[src/rtl/mem_arbiter.sv]
// Arbitrates one single-ported line memory between the I-cache read port and the
// D-cache read/write ports: one transaction in flight, fixed priority with a starvation guard.
module mem_arbiter #(
  parameter int WORD_SIZE    = 32,
  parameter int LINE_SIZE    = 128,
  parameter int STARVE_LIMIT = 4
) (
  input  logic                 clk,
  input  logic                 rst_n,
  input  logic                 i_read_i,
  input  logic [WORD_SIZE-1:0] i_addr_i,
  output logic                 i_res_o,
  output logic [LINE_SIZE-1:0] i_res_data_o,
  output logic [WORD_SIZE-1:0] i_res_addr_o,
  input  logic                 d_read_i,
  input  logic [WORD_SIZE-1:0] d_addr_i,
  output logic                 d_res_o,
  output logic [LINE_SIZE-1:0] d_res_data_o,
  output logic [WORD_SIZE-1:0] d_res_addr_o,
  input  logic                 d_wenable_i,
  input  logic [LINE_SIZE-1:0] d_w_data_i,
  input  logic [WORD_SIZE-1:0] d_w_addr_i,
  output logic                 d_w_ack_o,
  output logic                 m_req_o,
  output logic                 m_we_o,
  output logic [WORD_SIZE-1:0] m_addr_o,
  output logic [LINE_SIZE-1:0] m_wdata_o,
  input  logic                 m_res_i,
  input  logic [LINE_SIZE-1:0] m_rdata_i
);

  localparam int CW = $clog2(STARVE_LIMIT + 1);
  localparam logic [CW-1:0] LIMIT = CW'(STARVE_LIMIT);

  typedef enum logic [1:0] {
    S_IDLE,
    S_ISSUE,
    S_WAIT,
    S_RESP
  } state_t;

  typedef enum logic [1:0] {
    SRC_I,
    SRC_DR,
    SRC_DW
  } src_t;

  state_t               state_q, state_d;
  src_t                 src_q, src_d;
  logic [WORD_SIZE-1:0] addr_q, addr_d;
  logic [LINE_SIZE-1:0] wdata_q, wdata_d;
  logic [CW-1:0]        starve_q, starve_d;
  logic [LINE_SIZE-1:0] i_res_data_q, i_res_data_d;
  logic [WORD_SIZE-1:0] i_res_addr_q, i_res_addr_d;
  logic [LINE_SIZE-1:0] d_res_data_q, d_res_data_d;
  logic [WORD_SIZE-1:0] d_res_addr_q, d_res_addr_d;

  logic any_req;
  logic force_i;
  src_t grant;

  // Winner selection: writes beat reads, D beats I, unless I has waited too long.
  always_comb begin
    any_req = i_read_i | d_read_i | d_wenable_i;
    force_i = i_read_i && (starve_q >= LIMIT);
    grant   = SRC_I;
    if (force_i) begin
      grant = SRC_I;
    end else if (d_wenable_i) begin
      grant = SRC_DW;
    end else if (d_read_i) begin
      grant = SRC_DR;
    end
  end

  always_comb begin
    state_d      = state_q;
    src_d        = src_q;
    addr_d       = addr_q;
    wdata_d      = wdata_q;
    starve_d     = starve_q;
    i_res_data_d = i_res_data_q;
    i_res_addr_d = i_res_addr_q;
    d_res_data_d = d_res_data_q;
    d_res_addr_d = d_res_addr_q;

    unique case (state_q)
      S_IDLE: begin
        if (!i_read_i) begin
          starve_d = '0;
        end
        if (any_req) begin
          src_d   = grant;
          state_d = S_ISSUE;
          wdata_d = '0;
          unique case (grant)
            SRC_DW: begin
              addr_d  = d_w_addr_i;
              wdata_d = d_w_data_i;
            end
            SRC_DR:  addr_d = d_addr_i;
            default: addr_d = i_addr_i;
          endcase
          // The counter only grows while an I fetch is actually being passed over.
          if (grant == SRC_I) begin
            starve_d = '0;
          end else if (i_read_i) begin
            starve_d = (starve_q >= LIMIT) ? LIMIT : starve_q + CW'(1);
          end
        end
      end
      S_ISSUE: state_d = S_WAIT;
      S_WAIT: begin
        if (m_res_i) begin
          state_d = S_RESP;
          if (src_q == SRC_I) begin
            i_res_data_d = m_rdata_i;
            i_res_addr_d = addr_q;
          end else if (src_q == SRC_DR) begin
            d_res_data_d = m_rdata_i;
            d_res_addr_d = addr_q;
          end
        end
      end
      S_RESP:  state_d = S_IDLE;
      default: state_d = S_IDLE;
    endcase
  end

  always_ff @(posedge clk or negedge rst_n) begin
    if (!rst_n) begin
      state_q      <= S_IDLE;
      src_q        <= SRC_I;
      addr_q       <= '0;
      wdata_q      <= '0;
      starve_q     <= '0;
      i_res_data_q <= '0;
      i_res_addr_q <= '0;
      d_res_data_q <= '0;
      d_res_addr_q <= '0;
    end else begin
      state_q      <= state_d;
      src_q        <= src_d;
      addr_q       <= addr_d;
      wdata_q      <= wdata_d;
      starve_q     <= starve_d;
      i_res_data_q <= i_res_data_d;
      i_res_addr_q <= i_res_addr_d;
      d_res_data_q <= d_res_data_d;
      d_res_addr_q <= d_res_addr_d;
    end
  end

  assign m_req_o      = (state_q == S_ISSUE);
  assign m_we_o       = (state_q == S_ISSUE) && (src_q == SRC_DW);
  assign m_addr_o     = addr_q;
  assign m_wdata_o    = wdata_q;
  assign i_res_o      = (state_q == S_RESP) && (src_q == SRC_I);
  assign d_res_o      = (state_q == S_RESP) && (src_q == SRC_DR);
  assign d_w_ack_o    = (state_q == S_RESP) && (src_q == SRC_DW);
  assign i_res_data_o = i_res_data_q;
  assign i_res_addr_o = i_res_addr_q;
  assign d_res_data_o = d_res_data_q;
  assign d_res_addr_o = d_res_addr_q;

endmodule

[config.mk]
export PLATFORM = sky130hd
export DESIGN_NAME = mem_arbiter
export DESIGN_NICKNAME = d
export VERILOG_FILES = /design/src/rtl/mem_arbiter.sv
export SDC_FILE = /design/constraint.sdc
export NUM_CORES = 1
export LEC_CHECK = 0
export ABC_CLOCK_PERIOD_IN_PS = 2300
export CAP_MARGIN = 20
export CORE_AREA = 4 4 329 331
export DETAILED_ROUTE_END_ITERATION = 10
export DIE_AREA = 0 0 333 335
export PLACE_DENSITY = 0.45
export SLEW_MARGIN = 20
export SYNTH_ARGS = -nofsm -noshare
export SYNTH_HDL_FRONTEND = slang
export SYNTH_SLANG_ARGS = --single-unit
[constraint.sdc]
create_clock -name clk -period 2.3 [get_ports clk]
set_clock_uncertainty 0.05 [all_clocks]
set_input_delay 0.345 -clock clk [delete_from_list [all_inputs] [get_ports clk]]
set_output_delay 0.345 -clock clk [all_outputs]
set_load 0.02 [all_outputs]
* Word-level counts from Yosys, hierarchy flattened *
Index checks and enable logic that the tools add are counted.

storage, ports and cells
  register bits = 487
  logic and storage cells = 48

cells by class
  add/sub/neg operators = 1
  order comparisons = 1
  equality and inequality tests = 9
  muxes and demuxes = 13
  bitwise gates (word level) = 3
  reductions and logical operators = 12

operators with widths
  kind                   number
  $mux W128              1
  $pmux W32 S2           1
  $mux W3                5
  $eq A2 B2 Y1 const B   4
  $mux W2                4
  $pmux W2 S4            1
  $eq A2 B1 Y1 const B   3
  $logic_not A2 Y1       3
  $logic_and A1 B1 Y1    5
  $ne A2 B2 Y1 const B   2
  $reduce_and A2 Y1      2
  $reduce_and A4 Y1      1
  $add A3 B1 Y3 const B  1
  $ge A3 B3 Y1 const B   1
  $reduce_and A3 Y1      1
  $or A1 B1 Y1           2
  $mux W1                1
  $not A1 Y1             1

* Longest topological paths before layout *
  depth in word-level cells = 6
  mapped depth = 9
  depth with buffers taken out = 6

* Least setup slack after synthesis *
OpenSTA, ideal clock, no wires.

  kind = register to register
  from = reg starve_q[2]
  to = reg addr_q[10], in the netlist m_addr_o[10]
  arrival = 1.630 ns
  data required time = 2.155 ns
  slack = 0.524 ns
  cell stages (with the launch flop) = 9
  clock period less this slack = 1.776 ns
  path through = dfrtp_1 nand2_1 nand3b_1 inv_1 ha_1 clkbuf_1 clkbuf_1 a221oi_1 o31ai_1

between the ends
  longest elaborated chain between the ends = 5
  elaborated cells between the ends (all ways) = 6
  classes of those cells = 1 x order compare; 2 x eq/ne; 2 x mux; 1 x reduce/logical

ends and longest elaborated chain
  element                                       line  source
  start, declared                               52    logic [CW-1:0] starve_q, starve_d;
  start signal, assigned                        146   starve_q <= starve_d;
  $ge A3 B3 Y1 (*)                              65    force_i = i_read_i && (starve_q >= LIMIT);
  $logic_and A1 B1 Y1 (*)                       65
  $mux W2 (*)                                   67    if (force_i) begin
  named net grant[0]                            60    src_t grant;
  $eq A2 B1 Y1 or $eq A2 B2 Y1 (tied branches)  96    unique case (grant)
  $pmux W32 S2 (*)                              96
  end signal, assigned                          144   addr_q <= addr_d;
  end, declared                                 50    logic [WORD_SIZE-1:0] addr_q, addr_d;

The timed path passes the listed nets; every way through them passes the cells marked *.
A chain may end at the register's enable or synchronous reset.

* Worst setup path after layout *
  from = reg addr_q[9], in the netlist m_addr_o[9]
  to = out m_addr_o[9]

RTL lines
  element        line  source
  end, declared  26    output logic [WORD_SIZE-1:0] m_addr_o,

No word-level cell between the ends.

==> impl_metrics.toml <==
[worst_setup_path]
crit_family = "buffers and inverters"
required_ns = 1.90
r2r-start = "state_q[0]"
path_class = "reg2out"
crit_path_start_kind = "flip-flop"
cp.buffers_inverters = 1
slowest_stage = "clkdlybuf4s50_1"
r2r_end = "i_res_data_o[102]"
slowest_delay_ns = 0.71
reg2reg_slack_ns = 0.28
r2r_cells = 6
worstPathArrival_ns = 1.80
critical_path.cell_chain = "clkdlybuf4s50_1"
crit_path_end_kind = "output pin"
cp_max_fo = 2

[pwr]
powerDensity_mw_per_mm2 = 1430
p_switching_mw = 17.3
ir_worst_vdd_mv = 0.776
pwr-share-clk_pct = 20.5
swShare_pct = 37.8
internal_power_mw = 28.4
seqPwrFrac_pct = 32.8
leakage_nw = 13.4
power_frac_comb_pct = 46.7

[synthesis]
yosysTopAreaCellShare_pct = 63.6
syn_nets = 1826
synth.area.top_cells = "dfrtp_1 64%, mux2_2 18%, nand2_1 5.7%"
ys_ff_latch = 487
syn_area_mm2 = 0.0192
ys_seq_area_share_pct = 63.6
ys_types = 29
avgSynthCellArea_um2 = 13.1
synth_area_leader_cell = "dfrtp_1"
synth_warnings = 0
syn_inst = 1459

[cells_and_area]
final_common_cell = "clkdlybuf4s50_1"
final_cell_area_mm2 = 0.0319
nNetsFinal = 2733
final_cell_mix = "829 x clkdlybuf4s50_1, 483 x dfrtp_1, 305 x mux2_2, 292 x nand2_1, 128 x o21ai_0"
drive_gt1_share_pct = 21.3
syn_to_final_growth_pct = 66.7

[global_route]
antenna_found_initial = 30
track_usage_pct = 14.6
grt_pass1_vias = 16500
overflow = 0
grt_pass1_wl_um = 121000
grt_max_degree = 72

[placed_design]
io_buffer_count = 842
postPlaceCellArea_mm2 = 0.0299
post-place-ws_ns = -0.100
gp_congestion = 0.854
dp_hpwl_um = 69100

[sta]
tightestPinTransition_ns = 0.612
min_period_ns = 2.20
setup_viol = 0
period_share_pct = 95.5
slew_viol_final = 0
relSlewSlack_pct = 59.4
fin_ws_ns = 0.103
hold_viol_final = 0
rsz0062_at_grt = "false"
maxClockFrequency_ghz = 0.455

[die]
coreArea_mm2 = 0.105
fp.dieH_um = 335
start_util_pct = 18.2
die-area_mm2 = 0.112
io_pins = 843
num_rows = 119
dieWidth_um = 333

[worst_hold_path]
hp-class = "in2reg"
hp-start = "d_w_data_i[78]"
hold_depth = 3
whs_endpoint = "m_wdata_o[78]"

[drt]
vias_per_cell = 3.94
drtAntennaViolNets = 0
drc = 0
wl_per_cell_um = 22.2
drt_iter0_markers = 505
vias = 15000
wl_um = 84700
dr.pass1.iters = 4

[clocking]
clock-root-buffer = "clkbuf_16"
cts_tree = "yes"
clk_path_buf_depth = 3
cts_buffers = 58
worstSkewPairLatency_ns = 0.63
post_cts_buffers = 0
cts.sinks = 487
h-tree-depth = 2
clk_pin_slew_ns = 0.06

[status]
outcome = "finished, final reports clean"

[flow_run]
drv_cap = 0
==> cells in the mapped netlist (all sizes together) <==
library cell / count
dfrtp: 487
mux2: 322
nand2: 292
o21ai: 129
buf: 60
clkbuf: 39
nor2b: 33
o31ai: 33
a221oi: 32
ha: 9
inv: 6
a21oi: 3
and3b: 3
a22o: 1
and4bb: 1
nand2b: 1
nand3b: 1
nand4b: 1
nor2: 1
nor3: 1
nor3b: 1
o22a: 1
o22ai: 1
or3b: 1
==> cell families after synthesis <==
logic type,share of synthesized area [%]
AO/OA/AOI/OAI,6.40
adder cells (fa/ha/maj),0.588
buffers and inverters,3.21
flip-flops,63.6
multiplexers,18.9
AND/OR/NAND/NOR,7.25
==> stage by stage <==
stage	instances	power [mW]	utilization [%]	hold slack [ns]	setup TNS [ns]
3_3_place_gp	3696	36.6	28.5	0.291	-0.198
5_1_grt	3809	48.1	30.4	0.174	0
3_5_place_dp	3696	36.9	28.5	0.293	-0.243
6_report	3818	45.6	30.4	0.218	0
2_1_floorplan	1459	24.4	-	-0.000591	0
4_1_cts	3804	46.5	30.3	0.143	0
==> layout make-up <==
type | instances | area, um^2
Sequential cell | 487 | 12200
Fill cell | 10800 | 73200
Inverter | 6 | 22.5
Antenna cell | 14 | 35.0
Timing Repair Buffer | 946 | 9600
Multi-Input combinational cell | 867 | 6390
Tap cell | 1391 | 1740
Clock buffer | 88 | 1720
Clock inverter | 19 | 230
==> worst max-delay path by stage <==
| stage | startpoint | end | cells past startpoint |
|---|---|---|---|
| after floorplan | starve_q[2] | m_addr_o[10] | 8 |
| after global placement | i_read_i | m_addr_o[6] | 8 |
| after detailed placement | i_read_i | m_addr_o[5] | 8 |
| after CTS | state_q[0] | d_res_o | 3 |
| after global routing | state_q[0] | i_res_o | 3 |
| final | m_addr_o[9] | m_addr_o[9] | 1 |
==> flip-flops by register name, summed over array words and instances, names as in the netlist <==
signal and count:
m_addr_o 32, d_res_data_o 128, starve_q 3, m_wdata_o 128, i_res_addr_o 32, state_q 2
src_q 2, d_res_addr_o 32, i_res_data_o 128
==> worst min-delay path, stage by stage <==
cell	delay (ns)
clkdlybuf4s50_1	0.40
nand2_1	0.06
o21ai_0	0.06
==> power groups by stage <==
stage | Combinational (mW) | Sequential, mW | Clock (mW)
floorplan | 5.37 | 19.0 | 0
detailed placement | 21.7 | 15.1 | 0
CTS | 21.7 | 15.0 | 9.73
global placement | 21.6 | 15.0 | 0
finish | 21.3 | 15.0 | 9.34
global route | 22.6 | 15.4 | 10.1
==> timing repair <==
action | in CTS | in global routing
hold buffers | 1 | 0
gates cloned | 0 | 0
pin swaps | 0 | 0
resized for setup | 18 | 4
endpoints found under the hold margin | 32 | 0
endpoints found under the setup margin | 12 | 3
==> routing by layer <==
| metal | GRT usage [%] | routed length (um) | vias up |
|---|---|---|---|
| li1 | - | - | 6888 |
| met1 | 16.9 | 33400 | 7412 |
| met2 | 25.1 | 41300 | 607 |
| met3 | 5.96 | 7910 | 118 |
| met4 | 3.63 | 1890 | 18 |
| met5 | 0 | 125 | - |
Note: power is estimated with default switching activity, not from simulation.
